File: src/rtl/loop_seq_pkg.sv
// Shared constants for the loop enable sequencer: FSM state encoding,
// fault codes reported on FAULT_CODE, and default parameter values.
package loop_seq_pkg;

    localparam logic [1:0] ST_IDLE  = 2'd0;
    localparam logic [1:0] ST_ARM   = 2'd1;
    localparam logic [1:0] ST_RUN   = 2'd2;
    localparam logic [1:0] ST_FAULT = 2'd3;

    localparam logic [1:0] FC_NONE        = 2'b00;
    localparam logic [1:0] FC_ACK_TIMEOUT = 2'b01;
    localparam logic [1:0] FC_DROPOUT     = 2'b10;
    localparam logic [1:0] FC_UNEXPECTED  = 2'b11;

    localparam int DEF_N_LOOPS         = 4;
    localparam int DEF_DEBOUNCE_CYC    = 1000;
    localparam int DEF_ACK_TIMEOUT_CYC = 100000;

endpackage

File: src/rtl/loop_debounce.sv
// One loop-state bit: 2-FF synchronizer followed by a debouncer that only
// moves the filtered value after DEBOUNCE_CYC consecutive differing samples.
module loop_debounce
    import loop_seq_pkg::*;
#(
    parameter int DEBOUNCE_CYC = DEF_DEBOUNCE_CYC
) (
    input  logic CLK_100M,
    input  logic RST,
    input  logic loop_state,
    output logic filt
);

    localparam int CNT_W = (DEBOUNCE_CYC > 1) ? $clog2(DEBOUNCE_CYC) : 1;
    localparam logic [CNT_W-1:0] CNT_LAST = CNT_W'(DEBOUNCE_CYC - 1);

    logic             sync_q1;
    logic             sync_q2;
    logic [CNT_W-1:0] cnt;

    // NOTE: clocked state uses non-blocking assignments so every flop samples
    // the pre-edge value of its neighbours; blocking here would collapse the
    // synchronizer chain into a single stage.
    always_ff @(posedge CLK_100M or posedge RST) begin
        if (RST) begin
            sync_q1 <= 1'b0;
            sync_q2 <= 1'b0;
            cnt     <= '0;
            filt    <= 1'b0;
        end else begin
            sync_q1 <= loop_state;
            sync_q2 <= sync_q1;
            // Counter is cleared on agreement or on update, so it never passes CNT_LAST.
            if (sync_q2 == filt) begin
                cnt <= '0;
            end else if (cnt == CNT_LAST) begin
                filt <= sync_q2;
                cnt  <= '0;
            end else begin
                cnt <= cnt + 1'b1;
            end
        end
    end

endmodule

File: src/rtl/loop_enable_sequencer.sv
// Power-up sequencer for the enable loops: raises LOOP_CNTL one loop at a
// time on acknowledge, holds all loops in RUN, and latches the first fault.
module loop_enable_sequencer
    import loop_seq_pkg::*;
#(
    parameter int N_LOOPS         = DEF_N_LOOPS,
    parameter int DEBOUNCE_CYC    = DEF_DEBOUNCE_CYC,
    parameter int ACK_TIMEOUT_CYC = DEF_ACK_TIMEOUT_CYC,
    localparam int IDX_W          = (N_LOOPS > 1) ? $clog2(N_LOOPS) : 1
) (
    input  logic               CLK_100M,
    input  logic               RST,
    input  logic               START,
    input  logic               STOP,
    input  logic               FAULT_CLR,
    input  logic [N_LOOPS-1:0] LOOP_STATE,
    output logic [N_LOOPS-1:0] LOOP_CNTL,
    output logic               SEQ_BUSY,
    output logic               SEQ_DONE,
    output logic               FAULT,
    output logic [1:0]         FAULT_CODE,
    output logic [IDX_W-1:0]   FAULT_LOOP
);

    localparam int TMR_W = (ACK_TIMEOUT_CYC > 1) ? $clog2(ACK_TIMEOUT_CYC) : 1;
    localparam logic [TMR_W-1:0] TMR_LAST = TMR_W'(ACK_TIMEOUT_CYC - 1);
    localparam logic [IDX_W-1:0] IDX_LAST = IDX_W'(N_LOOPS - 1);

    function automatic logic [IDX_W-1:0] lowest_set(input logic [N_LOOPS-1:0] v);
        lowest_set = '0;
        for (int i = N_LOOPS - 1; i >= 0; i--) begin
            if (v[i]) lowest_set = IDX_W'(i);
        end
    endfunction

    function automatic logic [N_LOOPS-1:0] thermo(input logic [IDX_W-1:0] k);
        thermo = '0;
        for (int i = 0; i < N_LOOPS; i++) begin
            thermo[i] = (IDX_W'(i) <= k);
        end
    endfunction

    logic [N_LOOPS-1:0] filt;

    for (genvar g = 0; g < N_LOOPS; g++) begin : g_deb
        loop_debounce #(
            .DEBOUNCE_CYC (DEBOUNCE_CYC)
        ) u_loop_debounce (
            .CLK_100M   (CLK_100M),
            .RST        (RST),
            .loop_state (LOOP_STATE[g]),
            .filt       (filt[g])
        );
    end

    logic [1:0]         state_q, state_d;
    logic [IDX_W-1:0]   idx_q, idx_d;
    logic [TMR_W-1:0]   timer_q, timer_d;
    logic [N_LOOPS-1:0] cntl_d;
    logic [1:0]         code_d;
    logic [IDX_W-1:0]   floop_d;
    logic [N_LOOPS-1:0] below_idx;
    logic [N_LOOPS-1:0] dropped;
    logic               fault_hit;
    logic [1:0]         fault_code_n;
    logic [IDX_W-1:0]   fault_idx_n;

    // NOTE: every always_comb output gets a default before the case so no
    // path leaves a value unassigned, which would otherwise infer a latch.
    always_comb begin
        state_d      = state_q;
        idx_d        = idx_q;
        timer_d      = timer_q;
        cntl_d       = LOOP_CNTL;
        code_d       = FAULT_CODE;
        floop_d      = FAULT_LOOP;
        fault_hit    = 1'b0;
        fault_code_n = FC_NONE;
        fault_idx_n  = '0;
        below_idx    = '0;
        for (int i = 0; i < N_LOOPS; i++) begin
            below_idx[i] = (IDX_W'(i) < idx_q);
        end
        dropped = below_idx & ~filt;

        case (state_q)
            ST_IDLE: begin
                cntl_d = '0;
                if (|filt) begin
                    fault_hit    = 1'b1;
                    fault_code_n = FC_UNEXPECTED;
                    fault_idx_n  = lowest_set(filt);
                end else if (START) begin
                    state_d = ST_ARM;
                    idx_d   = '0;
                    timer_d = '0;
                    cntl_d  = thermo('0);
                end
            end
            ST_ARM: begin
                // Faults outrank STOP, which outranks the acknowledge.
                if (|dropped) begin
                    fault_hit    = 1'b1;
                    fault_code_n = FC_DROPOUT;
                    fault_idx_n  = lowest_set(dropped);
                end else if (!filt[idx_q] && timer_q == TMR_LAST) begin
                    fault_hit    = 1'b1;
                    fault_code_n = FC_ACK_TIMEOUT;
                    fault_idx_n  = idx_q;
                end else if (STOP) begin
                    state_d = ST_IDLE;
                    idx_d   = '0;
                    timer_d = '0;
                    cntl_d  = '0;
                end else if (filt[idx_q]) begin
                    timer_d = '0;
                    if (idx_q == IDX_LAST) begin
                        state_d = ST_RUN;
                        cntl_d  = '1;
                    end else begin
                        idx_d  = idx_q + 1'b1;
                        cntl_d = thermo(idx_q + 1'b1);
                    end
                end else begin
                    timer_d = timer_q + 1'b1;
                end
            end
            ST_RUN: begin
                if (!(&filt)) begin
                    fault_hit    = 1'b1;
                    fault_code_n = FC_DROPOUT;
                    fault_idx_n  = lowest_set(~filt);
                end else if (STOP) begin
                    state_d = ST_IDLE;
                    idx_d   = '0;
                    cntl_d  = '0;
                end
            end
            ST_FAULT: begin
                cntl_d = '0;
                if (FAULT_CLR && !(|filt)) begin
                    state_d = ST_IDLE;
                    code_d  = FC_NONE;
                    floop_d = '0;
                end
            end
            default: begin
                state_d = ST_IDLE;
                cntl_d  = '0;
            end
        endcase

        if (fault_hit) begin
            state_d = ST_FAULT;
            idx_d   = '0;
            timer_d = '0;
            cntl_d  = '0;
            code_d  = fault_code_n;
            floop_d = fault_idx_n;
        end
    end

    always_ff @(posedge CLK_100M or posedge RST) begin
        if (RST) begin
            state_q    <= ST_IDLE;
            idx_q      <= '0;
            timer_q    <= '0;
            LOOP_CNTL  <= '0;
            FAULT_CODE <= FC_NONE;
            FAULT_LOOP <= '0;
        end else begin
            state_q    <= state_d;
            idx_q      <= idx_d;
            timer_q    <= timer_d;
            LOOP_CNTL  <= cntl_d;
            FAULT_CODE <= code_d;
            FAULT_LOOP <= floop_d;
        end
    end

    assign SEQ_BUSY = (state_q == ST_ARM);
    assign SEQ_DONE = (state_q == ST_RUN);
    assign FAULT    = (state_q == ST_FAULT);

endmodule

File: config.mk
export PLATFORM = sky130hd
export DESIGN_NAME = loop_enable_sequencer
export DESIGN_NICKNAME = d
export VERILOG_FILES = /design/src/rtl/loop_seq_pkg.sv /design/src/rtl/loop_debounce.sv /design/src/rtl/loop_enable_sequencer.sv
export SDC_FILE = /design/constraint.sdc
export NUM_CORES = 1
export LEC_CHECK = 0
export CORE_ASPECT_RATIO = 0.5
export CORE_MARGIN = 5
export CORE_UTILIZATION = 56
export CTS_BUF_LIST = sky130_fd_sc_hd__clkbuf_8
export DETAILED_ROUTE_END_ITERATION = 6
export MAX_ROUTING_LAYER = met4
export PLACE_DENSITY_LB_ADDON = 0.3
export SLEW_MARGIN = 5
export SYNTH_ARGS = -nofsm -noshare
export SYNTH_HDL_FRONTEND = slang
export SYNTH_HIERARCHICAL = 1
export SYNTH_SLANG_ARGS = --single-unit
File: constraint.sdc
create_clock -name CLK_100M -period 3.1 [get_ports CLK_100M]
set_clock_uncertainty 0.05 [all_clocks]
set_input_delay 0.62 -clock CLK_100M [delete_from_list [all_inputs] [get_ports CLK_100M]]
set_output_delay 0.62 -clock CLK_100M [all_outputs]
set_load 0.05 [all_outputs]
* After elaboration in Yosys (flattened, before gate mapping)
Cells that the tools add are included.
** Word-level totals
- Bits in registers :: 81
- Input port bits :: 9
- Output and inout port bits :: 11
- Word-level logic and storage cells :: 167
** Operators by class
- Add/sub/neg operators :: 6
- $lt $le $gt $ge :: 9
- Equality and inequality tests :: 23
- Multiplexer cells :: 80
- Bitwise operators :: 6
- Reduce and logical (&&, ||, !) cells :: 21
** Operators by type and width (count)
- 17-bit 2-to-1 mux :: 7
- 2-bit 2-to-1 mux :: 41
- 10-bit 2-to-1 mux :: 8
- 10-bit by 1-bit adder with 10-bit output (second input constant) :: 4
- 10-bit == test (second input constant) :: 4
- 17-bit one-hot mux with 2 select lines :: 1
- 4-bit 2-to-1 mux :: 8
- 2-bit one-hot mux with 3 select lines :: 3
- 9-bit AND reduction :: 2
- 17-bit by 1-bit adder with 17-bit output (second input constant) :: 1
- 17-bit == test (second input constant) :: 1
- 4-bit one-hot mux with 4 select lines :: 1
- 3-bit != test (second input constant) :: 4
- 2-bit AND reduction :: 5
- 5-bit AND reduction :: 2
- 1-bit 2-to-1 mux :: 8
- 4-bit by 2-bit != test with 1-bit output (second input constant) :: 2
- 2-bit one-hot mux with 4 select lines :: 1
- 4-bit OR reduction :: 2
- 2-bit == test (second input constant) :: 3
- 3-bit by 1-bit != test with 1-bit output (second input constant) :: 2
- 4-bit AND :: 1
- 1-bit == test :: 4
- 1-bit by 2-bit less-or-equal comparator with 1-bit output (first input constant) :: 2
- other kinds (19) :: 28

* Longest topological paths before layout
- Word-level depth :: 9
- Mapped depth :: 8
- Gate-level depth less buffers :: 7

* Cells and area by module
The synthesis kept the hierarchy.
** Modules (own cells, without submodules)
- loop_debounce :: times used 4, cells each 59, area each 625.6 µm², sequential area each 325.3 µm²
- loop_enable_sequencer :: times used 1, cells each 226, area each 2040.7 µm², sequential area each 725.7 µm²

* Worst setup path after synthesis
Ideal clock, no wire load.
- Kind :: reg-to-reg
- From :: reg state_q[1]
- To :: reg LOOP_CNTL[2]
- Setup time :: 125 ps
- Arrival :: 2352 ps
- Data required time :: 2925 ps
- Path slack :: 573 ps
- Stages on the path, launching flop included :: 7
- Buffers on the path :: 1
- Period minus slack after synthesis :: 2527 ps
- Path through :: dfrtp_1 > clkbuf_1 > nor2b_1 > a21bo_2 > o21ai_0 > o211a_4 > mux2_4
** Between the ends
- Longest elaborated chain between the ends :: 4
- Elaborated cells on any way between the ends :: 13
- Those cells by class :: eq/ne (8); mux (3); reduce/logical (2)
** RTL lines
- start: declaration :: line loop_enable_sequencer.sv:56 : logic [1:0] state_q, state_d;
- start signal: assignment :: line loop_enable_sequencer.sv:172 : state_q <= state_d;
- 2-bit == test (*)
- named net SEQ_DONE :: line loop_enable_sequencer.sv:19 : output logic SEQ_DONE,
- 1-bit one-hot mux with 3 select lines :: line loop_enable_sequencer.sv:86 : case (state_q)
- 4-bit by 2-bit != test with 1-bit output (no source line), or another cell as far along
- 5-bit AND reduction (no source line)
- end signal: assignment :: line loop_enable_sequencer.sv:175 : LOOP_CNTL <= cntl_d;
- end: declaration :: line loop_enable_sequencer.sv:17 : output logic [N_LOOPS-1:0] LOOP_CNTL,
Mark *: on every way through the listed nets, which the timed path passes. The rest lies on a longest branch.
A chain may end at the register's enable or synchronous reset.

* Worst setup path in the final report
- From :: reg state_q[0]
- To :: out SEQ_BUSY
** Between the ends
- Longest elaborated chain between the ends :: 1
** RTL lines
- 2-bit by 1-bit == test with 1-bit output :: line loop_enable_sequencer.sv:181 : assign SEQ_BUSY = (state_q == ST_ARM);
- end: declaration :: line loop_enable_sequencer.sv:18 : output logic SEQ_BUSY,
Every way passes these cells.

==> metrics.md <==
| Metric | Value |
|---|---|
| Fin cells | `599` |
| Number of inserted diodes | `0` |
| Via/cell ratio | `5.83` |
| CTS sink count | `81` |
| I/O pin count | `20` |
| Clock buffer depth | `2` |
| Net total in the final layout | `500` |
| Clock-pin slew on the worst setup and hold paths | `0.08 ns` |
| Via count of the first global-routing pass | `3428` |
| Post-route cell area | `5010 um2` |
| Library cell with the largest summed area after synthesis | `dfrtp_1` |
| Area added between synthesis and finish | `10.4%` |
| Post CTS Setup Buffer Count | `0` |
| CP Launch Point | `state_q[0]` |
| DP Worst Slack | `0.294 ns` |
| Number of gates given a new drive strength after cts | `0` |
| Result of the run | `complete, no violations` |
| Synth top area cells | `dfrtp_1 (45%), xnor2_1 (4.6%), nor2_1 (4.2%)` |
| Number of standard-cell rows in the floorplan | `23` |
| Clk root buf | `clkbuf_8` |
| Post-synthesis instance area | `4540 um2` |
| Reported leakage power | `2.19 nW` |
| Share of Yosys cell area claimed by the top area cell type | `44.6%` |
| 1st-pass router iterations | `4` |
| Routability cong. | `0.892` |
| Reg2reg start | `idx_q[0]` |
| Vias after detailed routing | `3491` |
| Count of cell types in the netlist | `64` |
| Avg Inst Size Synth | `9.83 um2` |
| Slowest stage cell on the critical path | `clkdlybuf4s50_1` |
| Cells after DPL | `583` |
| Number of hold-repair buffers added at the cts stage | `0` |
| Port Buffer Count | `19` |
| Post-DP HPWL | `6.41 mm` |
| Slew at the pin closest to its max-slew limit | `0.971 ns` |
| Startpoint Class | `flop` |
| CP cell instances | `nand2b_1 -> inv_1 -> clkdlybuf4s50_1` |
| Synthesized Nets | `480` |
| Worst hold margin | `0.308 ns` |
| Detailed-route wire length per cell | `15.1 um` |
| FF+latch count, synth | `81` |
| Total negative slack for setup checks | `0 ns` |
| Number of endpoints with negative hold slack in the final report | `0` |
| Critical Setup Path Class | `reg -> out` |
| Most used standard cell by instance count after synthesis | `dfrtp_1` |
| Starting density of the core | `57.2%` |
| TritonCTS clock tree | `built` |
| Wire length after detailed routing | `9.05 mm` |
| Biggest cell delay along the critical path | `0.84 ns` |
| Clock latency at the later pin of the worst-skew pair | `0.38 ns` |
| Most used standard cells in the synthesized netlist | `dfrtp_1 (81), nor2_1 (51), nand3_1 (34)` |
| Power density over cell area | `626 nW/um2` |
| Largest net degree at the start of global routing | `30` |
| Sequential share of the synthesized area | `44.6%` |
| Maximum vdd drop | `0.332 mV` |
| Width of the die | `137 um` |
| Dominant synthesized flop cell | `dfrtp_1` |
| Cell Area, Placed | `4830 um2` |
| Antenna violations before repair | `0` |
| Endpoint required time on the critical path | `2.43 ns` |
| Worst hold path class | `reg -> reg` |
| Violation count after the first detailed-route iteration | `297` |
| Post-route DRC violation count | `0` |
| Hold Startpoint | `g_deb[0].u_loop_debounce/sync_q1` |
| Critical Path Fanout Max | `15` |
| Fillcell total | `661` |
| Relative max-transition margin | `35.3%` |
| Final critical-path required period | `2.90 ns` |
| Post-layout utilization of the core | `63.1%` |
| Endpoint type of the worst setup path | `output pin` |
| Share of post-route cells with drive strength above 1 | `11.3%` |
| Crit share post-route | `93.7%` |
| Count of final max-slew check failures | `0` |
| Synthesized netlist cell count | `462` |
| Number of enable flip-flop cells after synthesis | `0` |
| Global routing usage summed across all routing layers | `20.9%` |
| FFs w/ async S/R, synth | `100%` |
| Htree depth | `3` |
| Total of warnings raised by yosys | `6` |
| Least setup slack across all paths after layout | `0.196 ns` |
| Arrival time reported for the critical path endpoint | `2.23 ns` |
| Die area | `10100 um2` |
| Endpoints failing setup | `0` |
| Post-layout total power | `3.14 mW` |
| Core Area | `7940 um2` |
| Number of clock buffers inserted by TritonCTS | `9` |
| Overall overflow remaining after global route | `0` |
| Antenna viol nets, final | `0` |
| Peak clock frequency supported by timing | `344 MHz` |
| Wire length of the first global-routing pass | `16.0 mm` |
| Chip Height | `73.7 um` |
| Max-capacitance violation count | `0` |
| RSZ-0062 raised after global routing | `false` |
==> cell type report <==
cell class,count,area [um2],share of cell area [%]
multi-input cells,349,2370,47.3
repair buffers,24,228,4.54
well taps,112,140,2.79
clock inverters,5,31.3,0.624
inverters,17,63.8,1.27
flip-flops and latches,81,2030,40.4
clock buffers,11,151,3.02
==> cells by family (layout without fill, tap and decap cells) <==
logic type	after synthesis	count (layout)	synth area share [%]
compound gates	78	78	13.1
xor+xnor	41	41	7.90
fa+ha+maj	9	9	2.48
buf+inv	32	57	3.14
flops	81	81	44.6
mux	7	7	2.48
simple gates	214	214	26.2
==> report_power, final <==
| part | leakage, nW | total, mW | switching (mW) | internal, mW |
|---|---|---|---|---|
| registers | 1.09 | 1.25 | 0.112 | 1.14 |
| clock network | 0.0888 | 0.712 | 0.383 | 0.330 |
| logic | 1.01 | 1.18 | 0.758 | 0.419 |
| total | 2.19 | 3.14 | 1.25 | 1.89 |
==> final timing paths <==
check                                              endpoint  slack, ns  depth (start not counted)
max reg2reg                                     timer_q[10]       0.46                          7
max                                                SEQ_BUSY       0.20                          3
max in group asynchronous   g_deb[2].u_loop_debounce/cnt[3]       1.91                          2
min in group asynchronous     g_deb[0].u_loop_debounce/filt       0.73                          2
min                        g_deb[0].u_loop_debounce/sync_q2       0.31                          0
min reg2reg                g_deb[0].u_loop_debounce/sync_q2       0.31                          0
==> registers in the layout, summed over array words and instances, names as in the netlist <==
name,flops
LOOP_CNTL,4
g_deb.u_loop_debounce/filt,4
FAULT_LOOP,2
idx_q,2
timer_q,17
state_q,2
g_deb.u_loop_debounce/cnt,40
g_deb.u_loop_debounce/sync_q2,4
FAULT_CODE,2
g_deb.u_loop_debounce/sync_q1,4
==> per-layer routing <==
| layer | track usage [%] | up-vias | wire length, um |
|---|---|---|---|
| met4 | 7.30 | 0 | 165 |
| met5 | - | - | 0 |
| li1 | - | 1711 | - |
| met3 | 5.68 | 18 | 296 |
| met2 | 32.2 | 50 | 4200 |
| met1 | 26.8 | 1712 | 4390 |
==> cells in the final DEF, fill, tap and decap left out, types with 5 or more instances in the layout <==
cell	n
dfrtp_1	81
nor2_1	51
nand3_1	34
nand2_1	33
nor3_1	28
xnor2_1	24
clkdlybuf4s50_1	19
inv_1	18
xor2_1	17
o21ai_0	15
a21oi_1	13
clkbuf_8	11
ha_1	9
a31oi_1	8
and3_2	8
nor2b_1	6
mux2_4	6
nand2b_1	6
nor4_1	5
buf_4	5
==> worst max-delay path: cells and delay by family (launching register included) <==
| kind | cells | cell delay, ns |
|---|---|---|
| buffers and inverters | 2 | 1.05 |
| and+or+nand+nor | 1 | 0.18 |
| DFF | 1 | 0.62 |
Power figures use the tool's default switching activity.
